File: src/rtl/i2c_slave_responder_if.sv
// I2C target bus pins plus local host/event port, grouped for the responder.
`timescale 1ns/1ps
interface i2c_slave_responder_if #(
  parameter int DW = 8,
  parameter int PW = 4
);
  logic          scl_i;
  logic          sda_i;
  logic          sda_oe;
  logic          busy;
  logic          rx_valid;
  logic [PW-1:0] rx_ptr;
  logic [DW-1:0] rx_data;
  logic          host_we;
  logic [PW-1:0] host_addr;
  logic [DW-1:0] host_wdata;
  logic [DW-1:0] host_rdata;

  modport slave (
    input  scl_i, sda_i, host_we, host_addr, host_wdata,
    output sda_oe, busy, rx_valid, rx_ptr, rx_data, host_rdata
  );

  modport master (
    output scl_i, sda_i, host_we, host_addr, host_wdata,
    input  sda_oe, busy, rx_valid, rx_ptr, rx_data, host_rdata
  );
endinterface

File: src/rtl/i2c_slave_responder.sv
// I2C target with a small auto-incrementing register file and a local host port.
// Bus events reach the FSM 3 clk after they occur on the pins (2-FF sync + history FF).
`timescale 1ns/1ps
module i2c_slave_responder #(
  parameter int                        I2C_ADDR_WIDTH = 7,
  parameter int                        I2C_DATA_WIDTH = 8,
  parameter logic [I2C_ADDR_WIDTH-1:0] SLAVE_ADDR     = 7'h22,
  parameter int                        PTR_WIDTH      = 4
) (
  input logic                   clk,
  input logic                   rst_n,
  i2c_slave_responder_if.slave  bus
);
  localparam int DW = I2C_DATA_WIDTH;
  localparam int AW = I2C_ADDR_WIDTH;
  localparam int CW = $clog2(DW);
  localparam logic [CW-1:0] LAST = CW'(DW - 1);

  typedef enum logic [2:0] {IDLE, ADDR, ADDR_ACK, WR_BYTE, WR_ACK, RD_BYTE, RD_ACK} state_t;

  logic [DW-1:0]        mem_q [2**PTR_WIDTH];
  logic                 scl_s1_q, scl_s2_q, scl_h_q;
  logic                 sda_s1_q, sda_s2_q, sda_h_q;
  state_t               state_q;
  logic [CW-1:0]        bit_cnt_q;
  logic [DW-2:0]        shift_q;
  logic [DW-2:0]        tx_q;
  logic [PTR_WIDTH-1:0] ptr_q;
  logic                 first_q, rw_q, ack_ph_q;
  logic                 sda_oe_q, busy_q, rx_valid_q;
  logic [PTR_WIDTH-1:0] rx_ptr_q;
  logic [DW-1:0]        rx_data_q;

  logic          scl_rise, scl_fall, start_c, stop_c, last_bit, bus_we;
  logic [DW-1:0] shift_d, rd_word;

  assign scl_rise = scl_s2_q & ~scl_h_q;
  assign scl_fall = ~scl_s2_q & scl_h_q;
  assign start_c  = scl_s2_q & scl_h_q & sda_h_q & ~sda_s2_q;
  assign stop_c   = scl_s2_q & scl_h_q & ~sda_h_q & sda_s2_q;
  assign shift_d  = {shift_q, sda_s2_q};
  assign last_bit = (bit_cnt_q == LAST);
  assign rd_word  = mem_q[ptr_q];
  assign bus_we   = (state_q == WR_BYTE) && scl_rise && last_bit && !first_q;

  assign bus.sda_oe     = sda_oe_q;
  assign bus.busy       = busy_q;
  assign bus.rx_valid   = rx_valid_q;
  assign bus.rx_ptr     = rx_ptr_q;
  assign bus.rx_data    = rx_data_q;
  assign bus.host_rdata = mem_q[bus.host_addr];

  // Synchronizers reset high so an idle bus never looks like an edge after reset.
  always_ff @(posedge clk or negedge rst_n) begin
    if (!rst_n) begin
      {scl_s1_q, scl_s2_q, scl_h_q} <= 3'b111;
      {sda_s1_q, sda_s2_q, sda_h_q} <= 3'b111;
    end else begin
      {scl_s1_q, scl_s2_q, scl_h_q} <= {bus.scl_i, scl_s1_q, scl_s2_q};
      {sda_s1_q, sda_s2_q, sda_h_q} <= {bus.sda_i, sda_s1_q, sda_s2_q};
    end
  end

  // Bus write is placed last so it wins over a same-cycle host write.
  always_ff @(posedge clk) begin
    if (bus.host_we) mem_q[bus.host_addr] <= bus.host_wdata;
    if (bus_we)      mem_q[ptr_q]         <= shift_d;
  end

  always_ff @(posedge clk or negedge rst_n) begin
    if (!rst_n) begin
      state_q    <= IDLE;
      bit_cnt_q  <= '0;
      shift_q    <= '0;
      tx_q       <= '0;
      ptr_q      <= '0;
      first_q    <= 1'b0;
      rw_q       <= 1'b0;
      ack_ph_q   <= 1'b0;
      sda_oe_q   <= 1'b0;
      busy_q     <= 1'b0;
      rx_valid_q <= 1'b0;
      rx_ptr_q   <= '0;
      rx_data_q  <= '0;
    end else begin
      rx_valid_q <= 1'b0;
      if (start_c) begin
        state_q   <= ADDR;
        bit_cnt_q <= '0;
        sda_oe_q  <= 1'b0;
      end else if (stop_c) begin
        state_q  <= IDLE;
        sda_oe_q <= 1'b0;
        busy_q   <= 1'b0;
      end else begin
        case (state_q)
          IDLE: ;
          ADDR: if (scl_rise) begin
            shift_q   <= shift_d[DW-2:0];
            bit_cnt_q <= bit_cnt_q + 1'b1;
            if (last_bit) begin
              if (shift_d[DW-1 -: AW] == SLAVE_ADDR) begin
                state_q  <= ADDR_ACK;
                first_q  <= 1'b1;
                rw_q     <= shift_d[0];
                ack_ph_q <= 1'b0;
              end else begin
                state_q <= IDLE;
                busy_q  <= 1'b0;
              end
            end
          end
          ADDR_ACK: if (scl_fall) begin
            if (!ack_ph_q) begin
              sda_oe_q <= 1'b1;
              busy_q   <= 1'b1;
              ack_ph_q <= 1'b1;
            end else if (!rw_q) begin
              sda_oe_q  <= 1'b0;
              state_q   <= WR_BYTE;
              bit_cnt_q <= '0;
            end else begin
              tx_q      <= rd_word[DW-2:0];
              sda_oe_q  <= ~rd_word[DW-1];
              state_q   <= RD_BYTE;
              bit_cnt_q <= '0;
            end
          end
          WR_BYTE: if (scl_rise) begin
            shift_q   <= shift_d[DW-2:0];
            bit_cnt_q <= bit_cnt_q + 1'b1;
            if (last_bit) begin
              if (first_q) begin
                ptr_q   <= shift_d[PTR_WIDTH-1:0];
                first_q <= 1'b0;
              end else begin
                rx_valid_q <= 1'b1;
                rx_ptr_q   <= ptr_q;
                rx_data_q  <= shift_d;
                ptr_q      <= ptr_q + 1'b1;
              end
              state_q  <= WR_ACK;
              ack_ph_q <= 1'b0;
            end
          end
          WR_ACK: if (scl_fall) begin
            if (!ack_ph_q) begin
              sda_oe_q <= 1'b1;
              ack_ph_q <= 1'b1;
            end else begin
              sda_oe_q  <= 1'b0;
              state_q   <= WR_BYTE;
              bit_cnt_q <= '0;
            end
          end
          RD_BYTE: if (scl_fall) begin
            if (last_bit) begin
              sda_oe_q <= 1'b0;
              ptr_q    <= ptr_q + 1'b1;
              state_q  <= RD_ACK;
              ack_ph_q <= 1'b0;
            end else begin
              sda_oe_q  <= ~tx_q[DW-2];
              tx_q      <= {tx_q[DW-3:0], 1'b0};
              bit_cnt_q <= bit_cnt_q + 1'b1;
            end
          end
          RD_ACK: begin
            // ack_ph_q marks that the controller ACKed and another byte follows.
            if (scl_rise && !ack_ph_q) begin
              if (sda_s2_q) begin
                state_q <= IDLE;
                busy_q  <= 1'b0;
              end else begin
                ack_ph_q <= 1'b1;
              end
            end else if (scl_fall && ack_ph_q) begin
              tx_q      <= rd_word[DW-2:0];
              sda_oe_q  <= ~rd_word[DW-1];
              state_q   <= RD_BYTE;
              bit_cnt_q <= '0;
            end
          end
          default: state_q <= IDLE;
        endcase
      end
    end
  end
endmodule

File: src/flat_wrapper.sv
// flat-port wrapper written by rule: the top's interface ports become plain ports
module i2c_slave_responder_flat 
#(
  parameter int                        I2C_ADDR_WIDTH = 7,
  parameter int                        I2C_DATA_WIDTH = 8,
  parameter logic [I2C_ADDR_WIDTH-1:0] SLAVE_ADDR     = 7'h22,
  parameter int                        PTR_WIDTH      = 4
)
  (clk, rst_n, bus_scl_i, bus_sda_i, bus_host_we, bus_host_addr, bus_host_wdata, bus_sda_oe, bus_busy, bus_rx_valid, bus_rx_ptr, bus_rx_data, bus_host_rdata);
  i2c_slave_responder_if #(.DW(8), .PW(4)) bus_i ();
  input logic clk;
  input logic rst_n;
  input wire logic [$bits(bus_i.scl_i)-1:0] bus_scl_i;
  input wire logic [$bits(bus_i.sda_i)-1:0] bus_sda_i;
  input wire logic [$bits(bus_i.host_we)-1:0] bus_host_we;
  input wire logic [$bits(bus_i.host_addr)-1:0] bus_host_addr;
  input wire logic [$bits(bus_i.host_wdata)-1:0] bus_host_wdata;
  output wire logic [$bits(bus_i.sda_oe)-1:0] bus_sda_oe;
  output wire logic [$bits(bus_i.busy)-1:0] bus_busy;
  output wire logic [$bits(bus_i.rx_valid)-1:0] bus_rx_valid;
  output wire logic [$bits(bus_i.rx_ptr)-1:0] bus_rx_ptr;
  output wire logic [$bits(bus_i.rx_data)-1:0] bus_rx_data;
  output wire logic [$bits(bus_i.host_rdata)-1:0] bus_host_rdata;
  assign bus_i.scl_i = bus_scl_i;
  assign bus_i.sda_i = bus_sda_i;
  assign bus_i.host_we = bus_host_we;
  assign bus_i.host_addr = bus_host_addr;
  assign bus_i.host_wdata = bus_host_wdata;
  assign bus_sda_oe = bus_i.sda_oe;
  assign bus_busy = bus_i.busy;
  assign bus_rx_valid = bus_i.rx_valid;
  assign bus_rx_ptr = bus_i.rx_ptr;
  assign bus_rx_data = bus_i.rx_data;
  assign bus_host_rdata = bus_i.host_rdata;
  i2c_slave_responder #(.I2C_ADDR_WIDTH(I2C_ADDR_WIDTH), .I2C_DATA_WIDTH(I2C_DATA_WIDTH), .SLAVE_ADDR(SLAVE_ADDR), .PTR_WIDTH(PTR_WIDTH)) u_core (.clk(clk), .rst_n(rst_n), .bus(bus_i));
endmodule
File: config.mk
export PLATFORM = sky130hd
export DESIGN_NAME = i2c_slave_responder_flat
export DESIGN_NICKNAME = d
export VERILOG_FILES = /design/src/rtl/i2c_slave_responder_if.sv /design/src/rtl/i2c_slave_responder.sv /design/src/flat_wrapper.sv
export SDC_FILE = /design/constraint.sdc
export NUM_CORES = 1
export LEC_CHECK = 0
export ABC_AREA = 1
export CAP_MARGIN = 20
export CORE_MARGIN = 2
export CORE_UTILIZATION = 30
export DETAILED_ROUTE_END_ITERATION = 8
export GPL_TIMING_DRIVEN = 1
export HOLD_SLACK_MARGIN = 0.02
export REMOVE_ABC_BUFFERS = 1
export SYNTH_ARGS = -nofsm -noshare
export SYNTH_HDL_FRONTEND = slang
export SYNTH_SLANG_ARGS = --single-unit
File: constraint.sdc
create_clock -name clk -period 3.3 [get_ports clk]
set_input_delay 0.66 -clock clk [delete_from_list [all_inputs] [get_ports clk]]
set_output_delay 0.66 -clock clk [all_outputs]
set_load 0.1 [all_outputs]
==> impl_results.md, run 1 <==
* Die width at 187 um
* # IOs at 40
* Die area at 35,000 um^2
* Max cap viols at 0
* Hold Path Class: input port to async pin
* Port Buffers at 39
* Drt initial violations at 909
* Yosys synthesis warning count at 0
* Post-route setup TNS at 0 ps
* Pwr dens at 436 nW/um^2
* Area Overhead vs Synth at 14.6%
* Number of synthesized register bits at 176
* Share of cells above drive strength 1 at 0.110
* Post-Syn Area per Cell at 8.27 um^2
* Max incr delay on CP at 520 ps
* Pre-CTS setup slack at 139 ps
* Setup WS post-layout at 166 ps
* Vias in the first global route at 8,620
* Fin nets at 1,254
* Critical path launch point type: input port
* CP max-delay cell: clkdlybuf4s50_1
* Mapped Cells at 1,217
* Slew @ Worst Pin at 1100 ps
* Area contributors post-synth: edfxtp_1 (38%), nand2_1 (13%), dfrtp_1 (10%)
* Final WL at 34.8 mm
* RSZ-0062 raised after global routing: no
* Tot GR Track Use at 0.199
* Vias per inst at 5.28
* FMAX at 319 MHz
* Final Slew Violations at 0
* Cell family with the largest share of critical-path delay: buffers and inverters
* Number of hold buffers added after CTS at 0
* Antenna violations before repair at 0
* Htree depth at 4
* Cell mode on critical path: nand2_1
* First-pass GRT wire length at 52.7 mm
* DIE HEIGHT at 187 um
* Outcome: complete, no violations
* Worst Skew at 13.6 ps
* Diode count at 0
* Via Count at 8,941
* Setup crit end kind: output pin
* Top cell type's share of synthesized area at 0.382
* Worst Path Arrival at 2470 ps
* Post-CTS Setup Inserts at 0
* Cts bufs inserted at 17
* Tmin final at 3130 ps
* HPWL Detailed at 23.7 mm
* Clock-pin slew on the worst setup and hold paths at 70 ps
* Worst-path cell chain: clkdlybuf4s50_1, inv_1, nand2_1, inv_1, buf_12, a22oi_1, nand2_1, nand2_1, nand4_1, buf_12
* Worst path required time at 2640 ps
* Placer congestion estimate at 0.966
* Most frequent cell after synthesis: nand2_1
* Core area at 33,300 um^2
* Peak VDD IR at 0.000301 V
* Sequential area share after synthesis at 0.502
* Ys async rst share at 0.273
* Grt ovf at 0
* CTS Sinks at 176
* # rows at 67
* Antenna-violating nets left at 0
* Mapped Area at 10,100 um^2
* Top_reg_cell synth: edfxtp_1
* Clk buf depth at 2
* Fin. Hold Viols at 0
* Final setup vio count at 0
* DP Cell Count at 1,660
* Tcrit/Tclk final at 0.950
* Leak at 0.00495 uW
* Crit Path Max Fanout at 29
* CTS tree: done
* Commonest cells in the netlist: nand2_1 (351), o21ai_0 (146), edfxtp_1 (128)
* Largest net degree at the start of global routing at 65
* Clk_lat worst skew at 450 ps
* Buf/Inv on CP at 5
* EDFF count, synth at 128
* Root buf cell: clkbuf_16
* WL/cell at 20.5 um
* Drt drc at 0
* Worst slew margin at 0.267
* Initial Util at 0.302
* Post-CTS sizing at 0
* Non-filler instance count after layout at 1,692
* Cell taking the most area after synthesis: edfxtp_1
* TritonRoute pass-1 iters at 8
* Netlist cell types at 34
* WS Path Type: input port to output pin
## power breakdown
group | leakage [uW] | internal (uW) | switching, uW
combinational | 0.00288 | 186 | 423
clock | 0.000263 | 1060 | 914
sequential | 0.00180 | 2420 | 25.6
## per-layer routing
metal / GRT usage / vias up / part of all wire
met5: 0 / - / 0
met4: 0.114 / 0 / 0.055
met3: 0.0280 / 117 / 0.067
met2: 0.322 / 422 / 0.46
met1: 0.255 / 4191 / 0.41
li1: - / 4211 / -
## through the flow
step / utilization / instance area [um^2] / power [uW] / hold slack, ps
floorplan: - / 9620 / 2810 / 345
global placement: 0.330 / 11000 / 3080 / 347
detailed placement: 0.330 / 11000 / 3090 / 348
CTS: 0.347 / 11500 / 5030 / 188
global route: 0.347 / 11500 / 5180 / 214
finish: 0.347 / 11500 / 5020 / 172
## cell usage in the layout, fill, tap and decap left out, drive strengths merged, types with 8 or more instances in the layout
master and n:
a21oi 12, a22oi 60, buf 65, clkbuf 20, clkdlybuf4s50 15, dfrtp 42, edfxtp 128, inv 68
nand2 371, nand3 20, nand4 16, nor2 114, nor3 8, o21ai 248, o22ai 23
## state kept, by name (all words and copies together) (netlist names), 3 cells and up
| register | flops |
|---|---|
| u_core.mem_q | 128 |
| u_core.bus.rx_data | 8 |
| u_core.shift_q | 7 |
| u_core.tx_q | 7 |
| u_core.bus.rx_ptr | 4 |
| u_core.ptr_q | 4 |
| u_core.bit_cnt_q | 3 |
| u_core.state_q | 3 |
## layout make-up
cell class / instances / area (um^2)
clock inverter: 12 / 110
clock buffer: 20 / 447
sequential: 176 / 5050
tap: 448 / 561
inverter: 66 / 248
multi-input combinational: 890 / 4330
timing repair buffer: 80 / 786
fill: 3443 / 21700
## worst register-to-register path: stages (launching register included)
cell and delay [ps]:
dfrtp_1 370, ha_1 160, ha_1 220, nand2_2 110, nor3_4 150, nand2_2 250
nor2_4 320, nand2_1 330, o21ai_0 250, buf_4 200
## worst paths after layout
| path | cells past startpoint | to | start | slack [ps] |
|---|---|---|---|---|
| min | 1 | u_core.tx_q[0]$_DFFE_PN0P_ | rst_n | 170 |
| max reg2reg | 9 | u_core.mem_q[1][2]$_DFFE_PP_ | u_core.bit_cnt_q[0]$_DFFE_PN0P_ | 660 |
| min reg2reg | 0 | u_core.sda_s2_q$_DFF_PN1_ | u_core.sda_s1_q$_DFF_PN1_ | 350 |
| min in group clk | 0 | u_core.sda_s2_q$_DFF_PN1_ | u_core.sda_s1_q$_DFF_PN1_ | 350 |
| max in group asynchronous | 2 | u_core.shift_q[6]$_DFFE_PN0P_ | rst_n | 2510 |
| max | 10 | bus_host_rdata[2] | bus_host_addr[0] | 170 |
## cell families (layout without fill, tap and decap cells)
| logic type | count (synthesis) | after routing | synth area share |
|---|---|---|---|
| AND/OR/NAND/NOR | 534 | 534 | 0.228 |
| multiplexers | 1 | 1 | 0.000995 |
| buffers and inverters | 151 | 178 | 0.0680 |
| AO/OA/AOI/OAI | 349 | 349 | 0.193 |
| flip-flops | 176 | 176 | 0.502 |
| adder cells (fa/ha/maj) | 6 | 6 | 0.00746 |
Power figures use the tool's default switching activity.
==> inputs of run 2 (changes only) <==
GPL_TIMING_DRIVEN = 0   (was 1)
==> run 2 against run 1 <==
Compared with the run above: power decreased by 0.40%; sequential share of layout area shrank 0.16 points; via count shrank 0.91%; cell count is 0.47% lower; clock-buffer cell count is 2 lower; largest cell class unchanged; clock skew shrank 5.3 ps; first-iteration DRC count increased by 12%; routed wire length fell by 5.6%; global-route usage down 0.91 points; critical endpoint is now bus_host_rdata[7]; clock power is essentially flat; sequential power hardly changed.
==> impl_results.md, run 2 (synthesized netlist as in run 1, its figures left out) <==
* Outcome: complete, no violations
* Finished Cell Area at 11,600 um^2
* Reg2Reg Setup Slack at 170 ps
* Crit path from: bus_host_addr[3]
* Peak VDD IR at 0.000304 V
* Crit Path Max Fanout at 9
* Leak at 0.00488 uW
* Placer congestion estimate at 0.909
* Diode count at 0
* CP max-delay cell: clkdlybuf4s18_2
* Worst hold slack at 121 ps
* Uppermost layer routed: met4
* Worst slew margin at 0.304
* Area Overhead vs Synth at 15.1%
* Core area at 33,300 um^2
* Worst Path Arrival at 2550 ps
* Initial Util at 0.302
* Reg with most FFs: u_core.mem_q
* Pwr dens at 432 nW/um^2
* DIE HEIGHT at 187 um
* Critical path launch point type: input port
* Clk_lat worst skew at 440 ps
* Worst Setup EP: bus_host_rdata[7]
* Hold Path Class: input port to async pin
* WL/cell at 19.5 um
* Final WL at 32.8 mm
* Final Slew Violations at 0
* Max cap viols at 0
* Tcrit/Tclk final at 0.974
* CTS Sinks at 176
* # rows at 67
* Critical path depth at 5
* R2r startpoint: u_core.ptr_q[1]$_DFFE_PN0P_
* Commonest non-fill, non-tap cell in the layout: nand2_1
* Commonest non-fill, non-tap cells in the layout: nand2_1 (349), o21ai_0 (139), edfxtp_1 (128)
* DR WL met3 at 2.39 mm
* Share of cells above drive strength 1 at 0.101
* Routed wl met2 at 15.9 mm
* Die width at 187 um
* Slew @ Worst Pin at 1040 ps
* Final setup vio count at 0
* Drt drc at 0
* Grt ovf at 0
* Metal-1 WL at 12.9 mm
* Setup crit end kind: output pin
* Antenna violations before repair at 0
* TritonRoute pass-1 iters at 5
* Htree depth at 4
* # IOs at 40
* Worst Skew at 8.34 ps
* Clk buf depth at 2
* Worst r2r dst: u_core.mem_q[1][6]$_DFFE_PP_
* Port Buffers at 39
* Worst-path cell chain: clkdlybuf4s50_1, nor2_1, nand2_1, nand4_1, clkdlybuf4s18_2
* Max incr delay on CP at 550 ps
* Placed Area at 10,800 um^2
* Max reg flops at 128
* CTS tree: done
* Largest net degree at the start of global routing at 50
* Vias in the first global route at 8,593
* Cts bufs inserted at 17
* HPWL Detailed at 21.8 mm
* Root buf cell: clkbuf_16
* WS Path Type: input port to output pin
* DP Cell Count at 1,636
* Clock-pin slew on the worst setup and hold paths at 70 ps
* Buf/Inv on CP at 2
* Worst path required time at 2640 ps
* First-pass GRT wire length at 50.4 mm
* Post-route setup TNS at 0 ps
* Drt initial violations at 1,014
* Cell family with the largest share of critical-path delay: buffers and inverters
* Vias per inst at 5.26
* Fin nets at 1,247
* Tmin final at 3210 ps
* RSZ-0062 raised after global routing: no
* Number of hold buffers added after CTS at 0
* R2R cell count at 7
* Fin. Hold Viols at 0
* Total power at 5000 uW
* Antenna-violating nets left at 0
* Tot GR Track Use at 0.189
* Non-filler instance count after layout at 1,684
* Via Count at 8,860
* Die area at 35,000 um^2
* FMAX at 311 MHz
-- run 2: cell count changes in the layout (fill, tap and decap cells not counted), sizes merged --
cell / change
clkbuf: -2
clkinvlp: +4
buf: -24
clkdlybuf4s50: +13
inv: -4
bufinv: +1
clkdlybuf4s18: +1
nor2: +2
clkdlybuf4s15: +1
-- run 2: layout make-up --
| type | instances | area [um^2] |
|---|---|---|
| clock buffers | 18 | 429 |
| clock inverters | 13 | 139 |
| fillers | 3342 | 21700 |
| inverters | 66 | 263 |
| multi-input cells | 892 | 4390 |
| flip-flops and latches | 176 | 5060 |
| well taps | 448 | 561 |
| repair buffers | 71 | 747 |
-- run 2: what timing repair did --
| action | 4_1_cts | 5_1_grt |
|---|---|---|
| gates cloned | 2 | 0 |
| buffers inserted | 12 | 1 |
| pin swaps | 3 | 0 |
| gates resized for setup | 61 | 8 |
| setup endpoints to repair | 26 | 60 |
-- run 2: stage by stage --
stage	utilization	worst slack, ps
after floorplan	-	-344
after global placement	0.318	-2630
after detailed placement	0.325	-1330
after CTS	0.347	9.00
after global routing	0.348	23.4
final	0.348	85.8
-- run 2: worst min path at each step --
stage / start / endpoint / slack (ps) / cells after the start
after CTS: rst_n / u_core.state_q[0]$_DFFE_PN0P_ / 120 / 1
after global placement: u_core.sda_s1_q$_DFF_PN1_ / u_core.sda_s2_q$_DFF_PN1_ / 350 / 0
after floorplan: u_core.scl_s1_q$_DFF_PN1_ / u_core.scl_s2_q$_DFF_PN1_ / 350 / 0
after detailed placement: u_core.sda_s1_q$_DFF_PN1_ / u_core.sda_s2_q$_DFF_PN1_ / 350 / 0
after global routing: rst_n / u_core.state_q[0]$_DFFE_PN0P_ / 140 / 1
final: rst_n / u_core.tx_q[4]$_DFFE_PN0P_ / 120 / 1
-- run 2: power breakdown --
group          switching (uW)  leakage (uW)  internal [uW]  total, uW
Sequential               26.2       0.00180           2420       2440
Clock                     869      0.000266           1110       1980
Combinational             419       0.00281            163        582
-- run 2: metal layers --
layer | track usage | vias up
li1 | - | 4202
met1 | 0.228 | 4159
met2 | 0.322 | 393
met3 | 0.0353 | 106
met4 | 0.0989 | 0
met5 | 0 | -
